$ cat config.mk
export PLATFORM = sky130hd
export DESIGN_NAME = oclib_word_to_bc
export DESIGN_NICKNAME = d
export VERILOG_FILES = /design/src/rtl/oclib_word_to_bc.sv
export SDC_FILE = /design/constraint.sdc
export NUM_CORES = 1
export LEC_CHECK = 0
export CAP_MARGIN = 20
export CORE_MARGIN = 10
export CORE_UTILIZATION = 25
export CTS_BUF_LIST = sky130_fd_sc_hd__clkbuf_8
export CTS_CLUSTER_DIAMETER = 80
export DETAILED_ROUTE_END_ITERATION = 7
export DONT_BUFFER_PORTS = 1
export GPL_TIMING_DRIVEN = 0
export PLACE_DENSITY = 0.43
export SYNTH_ARGS = -nofsm -noshare
export SYNTH_HDL_FRONTEND = slang
export SYNTH_SLANG_ARGS = --single-unit
$ cat constraint.sdc
create_clock -name clock -period 3.8 [get_ports clock]
set_input_delay 0.38 -clock clock [delete_from_list [all_inputs] [get_ports clock]]
set_output_delay 0.38 -clock clock [all_outputs]
set_load 0.005 [all_outputs]
$ cat src/rtl/oclib_word_to_bc.sv
// ---------------------------------------------------------------------------
// oclib_pkg / oclib_word_to_bc
//
// Purpose:
//   Serializes one WordWidth-bit word into the 8-bit byte channel. Bytes leave
//   MSB-first. When PrefixLength is set, a length byte (WordBytes) goes out
//   first. Between payload bytes the shift register moves one byte left. The
//   move is done group by group (ShiftFanout flops per group), leftmost group
//   first, so no single control net has to fan out to the whole register.
//
// Ports:
//   clock      in   sole clock, posedge
//   resetN     in   asynchronous active-low reset
//   wordData   in   word to transmit, sampled on the accept edge only
//   wordValid  in   producer has a word
//   wordReady  out  block can take a word (registered)
//   bc         out  byte channel: .data[7:0], .valid
//   bcFb       in   byte channel feedback: .ready
//   dbgState   out  current FSM state (state_e encoding)
//
// Handshakes (both sides): a transfer happens on a rising edge where valid
// and ready are both high. The source holds valid and its data stable until
// that edge. Ready seen while valid is low has no effect. bc.valid drops on
// the edge after every byte transfer, so two different bytes never show
// valid in back-to-back cycles.
// ---------------------------------------------------------------------------
package oclib_pkg;

    localparam bit True  = 1'b1;
    localparam bit False = 1'b0;

    typedef struct packed {
        logic [7:0] data;
        logic       valid;
    } bc_8b_s;

    typedef struct packed {
        logic ready;
    } bc_8b_fb_s;

endpackage

module oclib_word_to_bc #(
    parameter int WordWidth    = 64,
    parameter int ShiftFanout  = 16,
    parameter bit PrefixLength = oclib_pkg::True
) (
    input  logic                 clock,
    input  logic                 resetN,
    input  logic [WordWidth-1:0] wordData,
    input  logic                 wordValid,
    output logic                 wordReady,
    output oclib_pkg::bc_8b_s    bc,
    input  oclib_pkg::bc_8b_fb_s bcFb,
    output logic [2:0]           dbgState
);

    localparam int WordBytes   = (WordWidth + 7) / 8;
    localparam int SregWidth   = WordBytes * 8;
    localparam int ShiftGroups = (WordWidth + ShiftFanout - 1) / ShiftFanout;
    localparam int CountWidth  = $clog2(WordBytes + 1);
    localparam logic [7:0] PrefixByte = 8'(WordBytes);
    localparam logic [CountWidth-1:0] LastCount = CountWidth'(WordBytes - 1);

    typedef enum logic [2:0] {
        StIdle   = 3'd0,
        StPrefix = 3'd1,
        StGap    = 3'd2,
        StSend   = 3'd3,
        StShift  = 3'd4
    } state_e;

    state_e                 r_state;
    state_e                 w_state_nxt;
    logic [SregWidth-1:0]   r_sreg;
    logic [ShiftGroups-1:0] r_pipe;       // bit 0 = leftmost group
    logic [CountWidth-1:0]  r_count;
    logic                   r_word_ready;
    logic                   r_bc_valid;

    logic                   w_accept;
    logic                   w_xfer;
    logic                   w_last_byte;
    logic                   w_last_group;
    logic                   w_start_shift;
    logic [SregWidth-1:0]   w_sreg_shl;
    logic [SregWidth-1:0]   w_grp_shift;  // per-bit enable from its group's pipe bit

    assign w_accept      = wordValid && r_word_ready;
    assign w_xfer        = r_bc_valid && bcFb.ready;
    assign w_last_byte   = (r_count == LastCount);
    assign w_last_group  = r_pipe[ShiftGroups-1];
    assign w_start_shift = (r_state == StSend) && w_xfer && !w_last_byte;
    assign w_sreg_shl    = r_sreg << 8;

    // Bit i belongs to group (SregWidth-1-i)/ShiftFanout counted from the top.
    // Pad bits that fall below the last full group are folded into the last
    // group; they only ever read from bits of the same group, which still hold
    // their old value when that group shifts.
    for (genvar i = 0; i < SregWidth; i++) begin : g_bit
        localparam int RawGrp = (SregWidth - 1 - i) / ShiftFanout;
        localparam int Grp    = (RawGrp < ShiftGroups) ? RawGrp : ShiftGroups - 1;
        assign w_grp_shift[i] = r_pipe[Grp];
    end

    always_comb begin
        w_state_nxt = r_state;
        case (r_state)
            StIdle:   if (w_accept) w_state_nxt = PrefixLength ? StPrefix : StSend;
            StPrefix: if (w_xfer) w_state_nxt = StGap;
            StGap:    w_state_nxt = StSend;
            StSend:   if (w_xfer) w_state_nxt = w_last_byte ? StIdle : StShift;
            StShift:  if (w_last_group) w_state_nxt = StSend;
            default:  w_state_nxt = StIdle;
        endcase
    end

    always_ff @(posedge clock or negedge resetN) begin
        if (!resetN) begin
            r_state      <= StIdle;
            r_word_ready <= 1'b0;
            r_bc_valid   <= 1'b0;
        end else begin
            r_state      <= w_state_nxt;
            // Handshake flags follow the state being entered, so both change
            // on the same edge as the state.
            r_word_ready <= (w_state_nxt == StIdle);
            r_bc_valid   <= (w_state_nxt == StPrefix) || (w_state_nxt == StSend);
        end
    end

    always_ff @(posedge clock or negedge resetN) begin
        if (!resetN) begin
            r_sreg  <= '0;
            r_pipe  <= '0;
            r_count <= '0;
        end else begin
            if (w_accept) begin
                r_sreg  <= SregWidth'(wordData);
                r_pipe  <= '0;
                r_count <= '0;
            end else begin
                // r_pipe is all-zero outside StShift, so this is a no-op there.
                r_sreg <= (r_sreg & ~w_grp_shift) | (w_sreg_shl & w_grp_shift);
                if (w_start_shift) begin
                    r_pipe <= ShiftGroups'(1);
                end else begin
                    r_pipe <= r_pipe << 1;
                end
                if ((r_state == StSend) && w_xfer) begin
                    r_count <= r_count + CountWidth'(1);
                end
            end
        end
    end

    always_comb begin
        bc       = '0;
        bc.valid = r_bc_valid;
        if (r_state == StPrefix) begin
            bc.data = PrefixByte;
        end else if (r_state == StSend) begin
            bc.data = r_sreg[SregWidth-1 -: 8];
        end
    end

    assign wordReady = r_word_ready;
    assign dbgState  = r_state;

endmodule

==> summary.txt <==
Timing
  – RSZ-0062 raised after global routing: false
  – Final setup fails: 0
  – Worst-Margin Slew: 0.516 ns
  – Final Hold Vio Count: 0
  – Setup TNS: 0 ns
  – Final hold slack: 0.122 ns
  – Final period utilization: 51.5%
  – Clock Skews: 0.00676 ns
  – F_max: 511 MHz
  – Fin crit period: 1.96 ns
  – Rel. slew slack: 65.6%
  – Fin worst setup slack: 1.84 ns
  – Pins Over Slew Limit: 0

Global routing
  – First-pass GRT wire length: 16.5 mm
  – Total Routing Usage GR: 10.8%
  – Initial antenna violation count: 0
  – GRT overflow: 0
  – Vias in the first global route: 2682
  – Largest net degree at the start of global routing: 78

Drt
  – Routed WL: 10.4 mm
  – DR vias: 2559
  – TritonRoute pass-1 iters: 4
  – Routed Antenna Nets: 0
  – Iter 0 DRT Violations: 204
  – Wirelength per Cell: 19.1 um
  – Final routed DRC violation total: 0
  – Via/cell ratio: 4.70

Power and ir drop
  – Static leakage: 1.61 nW
  – Peak VDD IR: 0.297 mV
  – Sequential power share: 50.2%
  – Clk pwr share: 18.9%
  – Internal Power: 1.85 mW
  – Gate power share: 30.9%
  – Power Dens Cells: 726 nW/um^2
  – Net Switching: 1.06 mW
  – Sw frac: 36.4%

Clock tree
  – Post-CTS setup buffer count: 0
  – TritonCTS buffer count: 9
  – Max H-tree Level: 3
  – TritonCTS clock tree: built
  – Clk slew on worst S/H paths: 0.08 ns
  – Clock Tree Root: clkbuf_8
  – Clock buffer depth: 2
  – Worst-skew pair later-pin latency: 0.36 ns
  – CTS sink cnt: 77

Worst setup path
  – Critical Path Source Type: register
  – Critical path type: register to output pin
  – Required @ worst endpoint: 3.42 ns
  – R2R Setup Slk: 2.21 ns
  – WP data arrival: 1.58 ns
  – R2R cell count: 4
  – Worst r2r src: dbgState[0]$_DFF_PN0_
  – Setup crit end kind: output pin
  – Worst reg2reg endpoint: wordReady$_DFF_PN0_
  – Crit-path max FO: 10

Synthesis
  – Post-synthesis cell type count: 31
  – Post-synthesis average cell area: 10.3 um^2
  – Synth warn: 0
  – Net Count, Synth: 417
  – Cells after synthesis: 348
  – Yosys reg bits: 77
  – Mapped Area: 3580 um^2
  – Sequential element share of the synthesized area: 53.8%

Place
  – Placer Congestion: 0.751
  – DP HPWL: 7.52 mm
  – Post-place setup slack: 2.19 ns
  – Buffers on Ports: 0
  – DP Area: 3810 um^2

Cells and area
  – Ant. Diodes: 0
  – Layout cells sized above 1: 9.59%
  – Final instance area: 4000 um^2
  – Most frequent cells in the layout: dfrtp_1, nand2_1, o21ai_0, mux2i_1, buf_2
  – Area Growth Syn to Fin: 11.8%
  – Most common cell after layout, fill and taps aside: dfrtp_1
  – Final nets: 430
  – Core Util, Final: 28.7%

Min path
  – Hold Path End: r_sreg[1]$_DFF_PN0_
  – HP Class: input port to register
  – Hold Path Origin: wordData[1]
  – WHS Path Cells: 2

Die
  – Std cell rows: 43
  – Core ar.: 13900 um^2
  – Initial Utilization: 25.7%
  – I/O pin count: 81
  – Die Span Y: 140 um
  – Die width: 140 um
  – Die area: 19500 um^2

Flow run
  – Max_cap viols: 0

Run status
  – Status: complete, no violations
-- layer usage --
layer  share of wire (%)  up-vias  global-route usage [%]
li1                    -     1226                       -
met1                  47     1241                    14.4
met2                  43       83                    15.1
met3                 9.3        9                    5.41
met4                0.75        0                    2.66
met5                   0        -                       0
-- per-stage QoR --
step / total power [mW] / cells
detailed placement: 2.37 / 528
global placement: 2.34 / 528
finish: 2.91 / 545
global route: 3.16 / 545
floorplan: 2.08 / 348
CTS: 2.96 / 545
-- synthesized netlist by cell type, drive strengths merged --
cell	instances	area, um^2
dfrtp	77	1930
nand2	75	282
o21ai	60	300
mux2i	56	561
buf	17	87.6
and2	9	56.3
clkbuf	9	33.8
nand3b	9	80.1
a21oi	7	35.0
and3	3	18.8
inv	3	11.3
nand3	2	10.0
nor2b	2	12.5
o221ai	2	17.5
o31ai	2	15.0
or4	2	15.0
a21boi	1	7.51
and3b	1	10.0
and4b	1	11.3
and4bb	1	12.5
ha	1	12.5
nand2b	1	6.26
nand4bb	1	11.3
nor2	1	3.75
o211ai	1	12.5
o21ba	1	10.0
o41ai	1	8.76
or2	1	6.26
or3	1	6.26
-- worst max path at each step --
stage,start,endpoint
after global routing,dbgState[1]$_DFF_PN0_,bc[8]
after detailed placement,dbgState[0]$_DFF_PN0_,wordReady$_DFF_PN0_
after floorplan,dbgState[1]$_DFF_PN0_,bc[1]
after global placement,dbgState[1]$_DFF_PN0_,wordReady$_DFF_PN0_
after CTS,dbgState[0]$_DFF_PN0_,bc[8]
final,dbgState[0]$_DFF_PN0_,bc[8]
-- critical path: stages, from the launching register on --
cell and delay, ns:
dfrtp_1 0.57, and3b_2 0.24, buf_2 0.21, and2_1 0.19
-- timing repair --
item                      in CTS  in global routing
hold endpoints to repair      77                  0
hold buffers                   2                  0
gates resized for setup        0                  0
-- layout make-up --
type | instances | area [um^2]
plain buffers | 26 | 121
clock buffers | 10 | 138
clock inverters | 5 | 21.3
fillers | 1464 | 9930
inverters | 3 | 11.3
multi-input cells | 242 | 1520
flip-flops and latches | 77 | 1930
well taps | 180 | 225
repair buffers | 2 | 37.5
-- cells by family (layout without fill, tap and decap cells) --
logic type      after synthesis  count (layout)  synth area share, %
compound gates               75              75                 11.4
mux                          56              56                 15.7
simple gates                110             110                 15.1
flops                        77              77                 53.8
buf+inv                      29              46                 3.70
fa+ha+maj                     1               1                0.349
-- power groups by stage --
stage / Combinational (mW) / Sequential, mW / Clock [mW]
5_1_grt: 1.04 / 1.51 / 0.609
4_1_cts: 0.919 / 1.46 / 0.576
6_report: 0.898 / 1.46 / 0.550
3_5_place_dp: 0.894 / 1.48 / 0
3_3_place_gp: 0.873 / 1.47 / 0
2_1_floorplan: 0.715 / 1.36 / 0
No activity file was read; power rests on OpenSTA's default activity.
